`config.mk`:
```
export PLATFORM = sky130hd
export DESIGN_NAME = bcd_conv_arbiter
export DESIGN_NICKNAME = d
export VERILOG_FILES = /design/src/rtl/bcd_conv_arbiter.sv
export SDC_FILE = /design/constraint.sdc
export NUM_CORES = 1
export LEC_CHECK = 0
export CAP_MARGIN = 15
export CELL_PAD_IN_SITES_DETAIL_PLACEMENT = 1
export CELL_PAD_IN_SITES_GLOBAL_PLACEMENT = 1
export CORE_AREA = 3 3 390 392
export DETAILED_ROUTE_END_ITERATION = 7
export DIE_AREA = 0 0 393 395
export GPL_TIMING_DRIVEN = 0
export HOLD_SLACK_MARGIN = 0.06
export PLACE_DENSITY_LB_ADDON = 0.1
export SLEW_MARGIN = 30
export SYNTH_ARGS = -nofsm -noshare
export SYNTH_HDL_FRONTEND = slang
export SYNTH_SLANG_ARGS = --single-unit
```
`constraint.sdc`:
```
create_clock -name clk -period 2.4 [get_ports clk]
set_clock_uncertainty 0.1 [all_clocks]
set_input_delay 0.36 -clock clk [delete_from_list [all_inputs] [get_ports clk]]
set_output_delay 0.36 -clock clk [all_outputs]
set_load 0.05 [all_outputs]
```
`src/rtl/bcd_conv_arbiter.sv`:
```
`default_nettype none
// ============================================================================
//  Module      : bcd_conv_arbiter
//  Description : Shares one multi-cycle binary-to-BCD converter (ld/done
//                handshake) between N requesters. Requesters are served
//                round-robin. The winning operand is latched and loaded into
//                the converter. The result is returned with the requester
//                index on one valid/ready response channel. A watchdog turns
//                a converter that never finishes into an error response.
//  Revision    : 1.0 - initial release
// ----------------------------------------------------------------------------
//  Ports
//    clk        in   1        clock
//    rst        in   1        synchronous active-high reset
//    req_valid  in   N        request pending, one bit per requester
//    req_bin    in   N*WID    operands, requester i at [i*WID +: WID]
//    req_ready  out  N        one-hot single-cycle accept pulse
//    rsp_valid  out  1        response available
//    rsp_ready  in   1        response consumer accepts
//    rsp_id     out  IDW      requester the response belongs to
//    rsp_bcd    out  BCDWID   converted value (0 on timeout)
//    rsp_err    out  1        converter timed out
//    busy       out  1        arbiter is not idle
//    cvt_ld     out  1        converter load strobe
//    cvt_bin    out  WID      converter operand
//    cvt_bcd    in   BCDWID   converter result
//    cvt_done   in   1        converter done (high while idle)
// ============================================================================
module bcd_conv_arbiter #(
    parameter  int N      = 4,
    parameter  int WID    = 128,
    parameter  int TMO    = 1023,
    localparam int BCDWID = ((WID + (WID - 4) / 3) + 3) & -4,
    localparam int IDW    = (N > 1) ? $clog2(N) : 1
) (
    input  logic                clk,
    input  logic                rst,
    input  logic [N-1:0]        req_valid,
    input  logic [N*WID-1:0]    req_bin,
    output logic [N-1:0]        req_ready,
    output logic                rsp_valid,
    input  logic                rsp_ready,
    output logic [IDW-1:0]      rsp_id,
    output logic [BCDWID-1:0]   rsp_bcd,
    output logic                rsp_err,
    output logic                busy,
    output logic                cvt_ld,
    output logic [WID-1:0]      cvt_bin,
    input  logic [BCDWID-1:0]   cvt_bcd,
    input  logic                cvt_done
);

    // ------------------------------------------------------------------------
    // Constants
    // ------------------------------------------------------------------------
    localparam int              c_TMR_W = 16;
    localparam logic [15:0]     c_TMO   = 16'(TMO);

    localparam logic [2:0]      c_IDLE  = 3'd0;
    localparam logic [2:0]      c_LOAD  = 3'd1;
    localparam logic [2:0]      c_GUARD = 3'd2;
    localparam logic [2:0]      c_WAIT  = 3'd3;
    localparam logic [2:0]      c_RESP  = 3'd4;

    // ------------------------------------------------------------------------
    // Registers
    // ------------------------------------------------------------------------
    logic [2:0]                 r_state;
    logic [IDW-1:0]             r_ptr;
    logic [c_TMR_W-1:0]         r_timer;
    logic [N-1:0]               r_req_ready;
    logic                       r_rsp_valid;
    logic [IDW-1:0]             r_rsp_id;
    logic [BCDWID-1:0]          r_rsp_bcd;
    logic                       r_rsp_err;
    logic                       r_busy;
    logic                       r_cvt_ld;
    logic [WID-1:0]             r_cvt_bin;

    // ------------------------------------------------------------------------
    // Combinational signals
    // ------------------------------------------------------------------------
    logic [2:0]                 w_state_nxt;
    logic [2*N-1:0]             w_dbl;
    logic [N-1:0]               w_rot;
    logic                       w_gnt_vld;
    logic [IDW-1:0]             w_gnt_idx;
    logic [N-1:0]               w_gnt_oh;
    logic [WID-1:0]             w_sel_bin;
    logic                       w_tmo_hit;

    logic [IDW-1:0]             w_ptr_n;
    logic [c_TMR_W-1:0]         w_timer_n;
    logic [N-1:0]               w_req_ready_n;
    logic                       w_rsp_valid_n;
    logic [IDW-1:0]             w_rsp_id_n;
    logic [BCDWID-1:0]          w_rsp_bcd_n;
    logic                       w_rsp_err_n;
    logic                       w_busy_n;
    logic                       w_cvt_ld_n;
    logic [WID-1:0]             w_cvt_bin_n;

    // ------------------------------------------------------------------------
    // Round-robin grant
    // The request vector is rotated so that bit 0 is the requester just
    // after the last winner; the lowest set bit of the rotated vector is the
    // next winner. Concatenating the vector with itself makes the rotation a
    // plain right shift by ptr+1 (a shift of N when ptr = N-1).
    // ------------------------------------------------------------------------
    assign w_dbl = {req_valid, req_valid};
    assign w_rot = N'(w_dbl >> (int'(r_ptr) + 1));

    always_comb begin
        w_gnt_vld = 1'b0;
        w_gnt_idx = '0;
        for (int i = 0; i < N; i++) begin
            if (!w_gnt_vld && w_rot[i]) begin
                w_gnt_vld = 1'b1;
                w_gnt_idx = IDW'((int'(r_ptr) + 1 + i) % N);
            end
        end
    end

    assign w_gnt_oh  = N'(1) << w_gnt_idx;
    assign w_sel_bin = WID'(req_bin >> (int'(w_gnt_idx) * WID));
    assign w_tmo_hit = (r_timer == c_TMO);

    // ------------------------------------------------------------------------
    // State register
    // ------------------------------------------------------------------------
    always_ff @(posedge clk) begin
        if (rst) begin
            r_state <= c_IDLE;
        end else begin
            r_state <= w_state_nxt;
        end
    end

    // ------------------------------------------------------------------------
    // Next-state logic
    // ------------------------------------------------------------------------
    always_comb begin
        w_state_nxt = r_state;
        case (r_state)
            c_IDLE:  if (w_gnt_vld) w_state_nxt = c_LOAD;
            c_LOAD:  w_state_nxt = c_GUARD;
            // cvt_done from before the load may still be high in LOAD; the
            // converter only drops it after sampling ld, so one cycle is
            // skipped before done is trusted.
            c_GUARD: w_state_nxt = c_WAIT;
            c_WAIT:  if (cvt_done || w_tmo_hit) w_state_nxt = c_RESP;
            c_RESP:  if (rsp_ready) w_state_nxt = c_IDLE;
            default: w_state_nxt = c_IDLE;
        endcase
    end

    // ------------------------------------------------------------------------
    // Output logic: next values for the output registers
    // ------------------------------------------------------------------------
    always_comb begin
        w_ptr_n       = r_ptr;
        w_timer_n     = r_timer;
        w_req_ready_n = '0;
        w_rsp_valid_n = r_rsp_valid;
        w_rsp_id_n    = r_rsp_id;
        w_rsp_bcd_n   = r_rsp_bcd;
        w_rsp_err_n   = r_rsp_err;
        w_cvt_ld_n    = 1'b0;
        w_cvt_bin_n   = r_cvt_bin;
        w_busy_n      = (w_state_nxt != c_IDLE);
        case (r_state)
            c_IDLE: begin
                if (w_gnt_vld) begin
                    w_req_ready_n = w_gnt_oh;
                    w_ptr_n       = w_gnt_idx;
                    w_rsp_id_n    = w_gnt_idx;
                    w_cvt_bin_n   = w_sel_bin;
                    // ld is high for the whole LOAD cycle that follows
                    w_cvt_ld_n    = 1'b1;
                end
            end
            c_LOAD: begin
                w_timer_n = '0;
            end
            c_WAIT: begin
                w_timer_n = r_timer + 16'd1;
                // done wins when it arrives on the same cycle as the timeout
                if (cvt_done) begin
                    w_rsp_bcd_n   = cvt_bcd;
                    w_rsp_err_n   = 1'b0;
                    w_rsp_valid_n = 1'b1;
                end else if (w_tmo_hit) begin
                    w_rsp_bcd_n   = '0;
                    w_rsp_err_n   = 1'b1;
                    w_rsp_valid_n = 1'b1;
                end
            end
            c_RESP: begin
                if (rsp_ready) begin
                    w_rsp_valid_n = 1'b0;
                end
            end
            default: begin
            end
        endcase
    end

    // ------------------------------------------------------------------------
    // Output and datapath registers
    // ------------------------------------------------------------------------
    always_ff @(posedge clk) begin
        if (rst) begin
            r_ptr       <= IDW'(N - 1);
            r_timer     <= '0;
            r_req_ready <= '0;
            r_rsp_valid <= 1'b0;
            r_rsp_id    <= '0;
            r_rsp_bcd   <= '0;
            r_rsp_err   <= 1'b0;
            r_busy      <= 1'b0;
            r_cvt_ld    <= 1'b0;
            r_cvt_bin   <= '0;
        end else begin
            r_ptr       <= w_ptr_n;
            r_timer     <= w_timer_n;
            r_req_ready <= w_req_ready_n;
            r_rsp_valid <= w_rsp_valid_n;
            r_rsp_id    <= w_rsp_id_n;
            r_rsp_bcd   <= w_rsp_bcd_n;
            r_rsp_err   <= w_rsp_err_n;
            r_busy      <= w_busy_n;
            r_cvt_ld    <= w_cvt_ld_n;
            r_cvt_bin   <= w_cvt_bin_n;
        end
    end

    assign req_ready = r_req_ready;
    assign rsp_valid = r_rsp_valid;
    assign rsp_id    = r_rsp_id;
    assign rsp_bcd   = r_rsp_bcd;
    assign rsp_err   = r_rsp_err;
    assign busy      = r_busy;
    assign cvt_ld    = r_cvt_ld;
    assign cvt_bin   = r_cvt_bin;

endmodule
`default_nettype wire

```
==> metrics.md <==
| Metric | Value |
|---|---|
| Outcome | `completed` |
| Rel. slew slack | `between 40% and 50%` |
| Core Region | `149,000 µm²` |
| Placed cells | `4,806` |
| Crit Path Category | `reg -> out` |
| Worst R2R Start | `r_ptr[0]` |
| Design area | `between 30,000 and 40,000 µm²` |
| Worst slack, placed | `-1.16 ns` |
| Synth Register Bits | `331` |
| Max Cap Viol | `0` |
| Worst vdd ir | `about 480 µV` |
| Hold Startpoint | `cvt_bcd[155]` |
| CP top delay family | `buffers and inverters` |
| GPL Wtd Cong | `approximately 0.83` |
| Post-synth top area share | `41.6%` |
| Max-slew violations | `0` |
| Row count | `between 100 and 150` |
| Netlist cell types | `52` |
| Die Y | `395 µm` |
| Worst path slowest cell | `clkdlybuf4s50_1` |
| Leak | `10.6 nW` |
| Setup slack, reg-to-reg | `0.10 ns` |
| IO Pins | `1,002` |
| Wire per inst | `roughly 25 µm` |
| Yosys warnings | `0` |
| Yosys top cell by area | `dfxtp_1` |
| Total track usage | `15.3%` |
| Pwr/cell area | `around 690 nW/µm²` |
| Crit-path max FO | `2` |
| Share of layout cells above drive strength 1 | `roughly 11%` |
| Sequential fraction of the synthesis area | `41.6%` |
| Placed Area | `28,400 µm²` |
| Number of synthesized flops with an enable pin | `0` |
| Initial antenna violation count | `49` |
| Die X | `393 µm` |
| Root buf cell | `clkbuf_16` |
| PnR Total Power | `20.8 mW` |
| Syn-to-layout area delta | `90.6%` |
| # fillers | `17,400` |
| Cell with the most instances after synthesis | `dfxtp_1` |
| Initial core utilization | `10.7%` |
| Via count | `19,600` |
| Drt total wl | `125 mm` |
| Synth area leaders | `dfxtp_1, a21oi_1, a211oi_1` |
| CP Capture Type | `primary output` |
| Starting DRC count in detailed routing | `727` |
| Hold Path End | `rsp_bcd[155]` |
| Hold Crit Class | `in -> reg` |
| Slew @ Worst Pin | `0.827 ns` |
| Htree depth | `2` |
| Non-Filler Instances | `4,918` |
| Total iterations of the first detailed-routing run | `5` |
| Vias in the first global route | `21,700` |
| Clock transition at path regs | `0.07 ns` |
| Routed Antenna Nets | `0` |
| Synth cell count leaders | `dfxtp_1, a21oi_1, nand2_1` |
| Fmax | `430 MHz` |
| Clk buf depth | `3` |
| Final setup violation count | `0` |
| Reg-to-reg endpoint | `cvt_bin[57]` |
| Nets | `3,611` |
| Main flop type after synthesis | `dfxtp_1` |
| Post-synth ARST share | `0%` |
| Syn Std Cell Area | `15,900 µm²` |
| Drt drc | `0` |
| Total CTS buffers | `48` |
| Worst-path cell chain | `clkdlybuf4s50_1` |
| Crit path buf inv count | `1` |
| Later-pin clock latency in the skew report | `0.63 ns` |
| Largest net degree at the start of global routing | `20` |
| Largest stage delay, worst path | `0.89 ns` |
| Period minus WS final | `2.32 ns` |
| Final Hold Vio Count | `0` |
| Crit start category | `register` |
| CP arrival | `between 1.5 and 2 ns` |
| Total gr overflow | `0` |
| Final period utilization | `96.8%` |
| Crit path depth | `1` |
| Final worst slack | `0.0764 ns` |
| Port bufs | `about 1,000` |
| Mapped Nets | `2,554` |
| First-pass GRT wire length | `169 mm` |
| Worst reg2reg path depth | `7` |
| Vias per cell | `4.00` |
| Mapped Cells | `1,861` |
| DP HPWL | `102 mm` |
| CTS sink cnt | `331` |
| Required @ worst endpoint | `1.94 ns` |
| Hold path cells | `3` |
| Die area | `approximately 160,000 µm²` |
| Mean post-synth cell area | `about 8.6 µm²` |
| TritonCTS clock tree | `yes` |
final cells by class:
type | count | area (µm²) | area share, %
diodes | 19 | 47.5 | 0.157
plain buffers | 216 | 1140 | 3.75
clock buffers | 75 | 1440 | 4.76
clock inverters | 12 | 95.1 | 0.313
inverters | 3 | 11.3 | 0.0371
multi-input cells | 1310 | 8490 | 28.0
flip-flops and latches | 331 | 6630 | 21.8
well taps | 1944 | 2430 | 8.01
repair buffers | 1008 | 10100 | 33.2
flip-flops by register name, indices dropped and copies added, names as in the netlist:
| name | flops |
|---|---|
| r_timer | 16 |
| rsp_id | 2 |
| rsp_bcd | 172 |
| rsp_valid | 1 |
| busy | 1 |
| req_ready | 4 |
| r_state | 3 |
| rsp_err | 1 |
| r_ptr | 2 |
| cvt_ld | 1 |
| cvt_bin | 128 |
stage by stage:
stage | util [%] | hold slack, ns | setup TNS, ns
after floorplan | - | 0.358 | 0
after global placement | 19.0 | 0.342 | -254.66
after detailed placement | 19.0 | 0.361 | -207.31
after CTS | 20.2 | 0.105 | 0
after global routing | 20.3 | 0.127 | -0.00507
final | 20.3 | 0.192 | 0
worst reg2reg max path, delay by kind of cell, from the launching register on:
family	cells	cell delay (ns)
and+or+nand+nor	1	0.22
DFF	1	0.36
AOI/OAI and AO/OA	4	0.98
buffers and inverters	2	0.50
cell families after synthesis:
group	after synthesis	synth area share [%]
compound gates	782	30.1
simple gates	398	13.4
flops	331	41.6
buf+inv	220	6.12
mux	129	8.66
fa+ha+maj	1	0.0785
worst max-delay path by stage:
stage / start / slack (ns) / endpoint
after floorplan: r_timer[0] / 0.34 / rsp_bcd[74]
after global placement: req_valid[3] / -1.67 / cvt_bin[117]
after detailed placement: req_valid[1] / -1.16 / cvt_bin[14]
after CTS: cvt_bin[98] / 0.0006 / cvt_bin[98]
after global routing: r_timer[0] / -0.003 / rsp_bcd[74]
final: cvt_bin[61] / 0.08 / cvt_bin[61]
report_power, final:
group | switching (mW) | internal (mW) | total, mW | leakage, nW
combinational | 4.43 | 2.85 | 7.28 | 7.16
clock | 3.08 | 4.14 | 7.22 | 0.758
sequential | 0.320 | 6.01 | 6.33 | 2.70
layout by cell type (no fill, tap or decap), types with 8 or more instances in the layout:
cell	n
nand4_1	71
clkbuf_8	12
dfxtp_1	330
clkbuf_4	8
nand3_1	10
mux2i_1	56
buf_2	21
a21oi_1	313
o21ai_1	67
clkbuf_16	49
a211oi_1	115
o31ai_1	64
clkbuf_1	98
and4_1	58
clkinv_2	8
o21ai_0	115
diode_2	19
clkdlybuf4s50_1	946
buf_4	20
clkbuf_2	69
mux2_2	71
a221o_1	70
nand2_1	189
buf_6	15
dlygate4sd2_1	47
nor2_1	21
metal layers:
| layer | GRT usage [%] | part of all wire [%] | vias up |
|---|---|---|---|
| li1 | - | - | 9177 |
| met1 | 16.6 | 38 | 9573 |
| met2 | 28.4 | 52 | 714 |
| met3 | 5.17 | 8.0 | 159 |
| met4 | 3.33 | 2.2 | 26 |
| met5 | 0 | 0.16 | - |
timing repair:
item / in CTS / in global routing
endpoints found under the setup margin: 352 / 275
hold buffers: 0 / 0
gates resized for setup: 121 / 148
buffers inserted: 6 / 1
pin swaps: 5 / 2
Note: power is estimated with default switching activity, not from simulation.
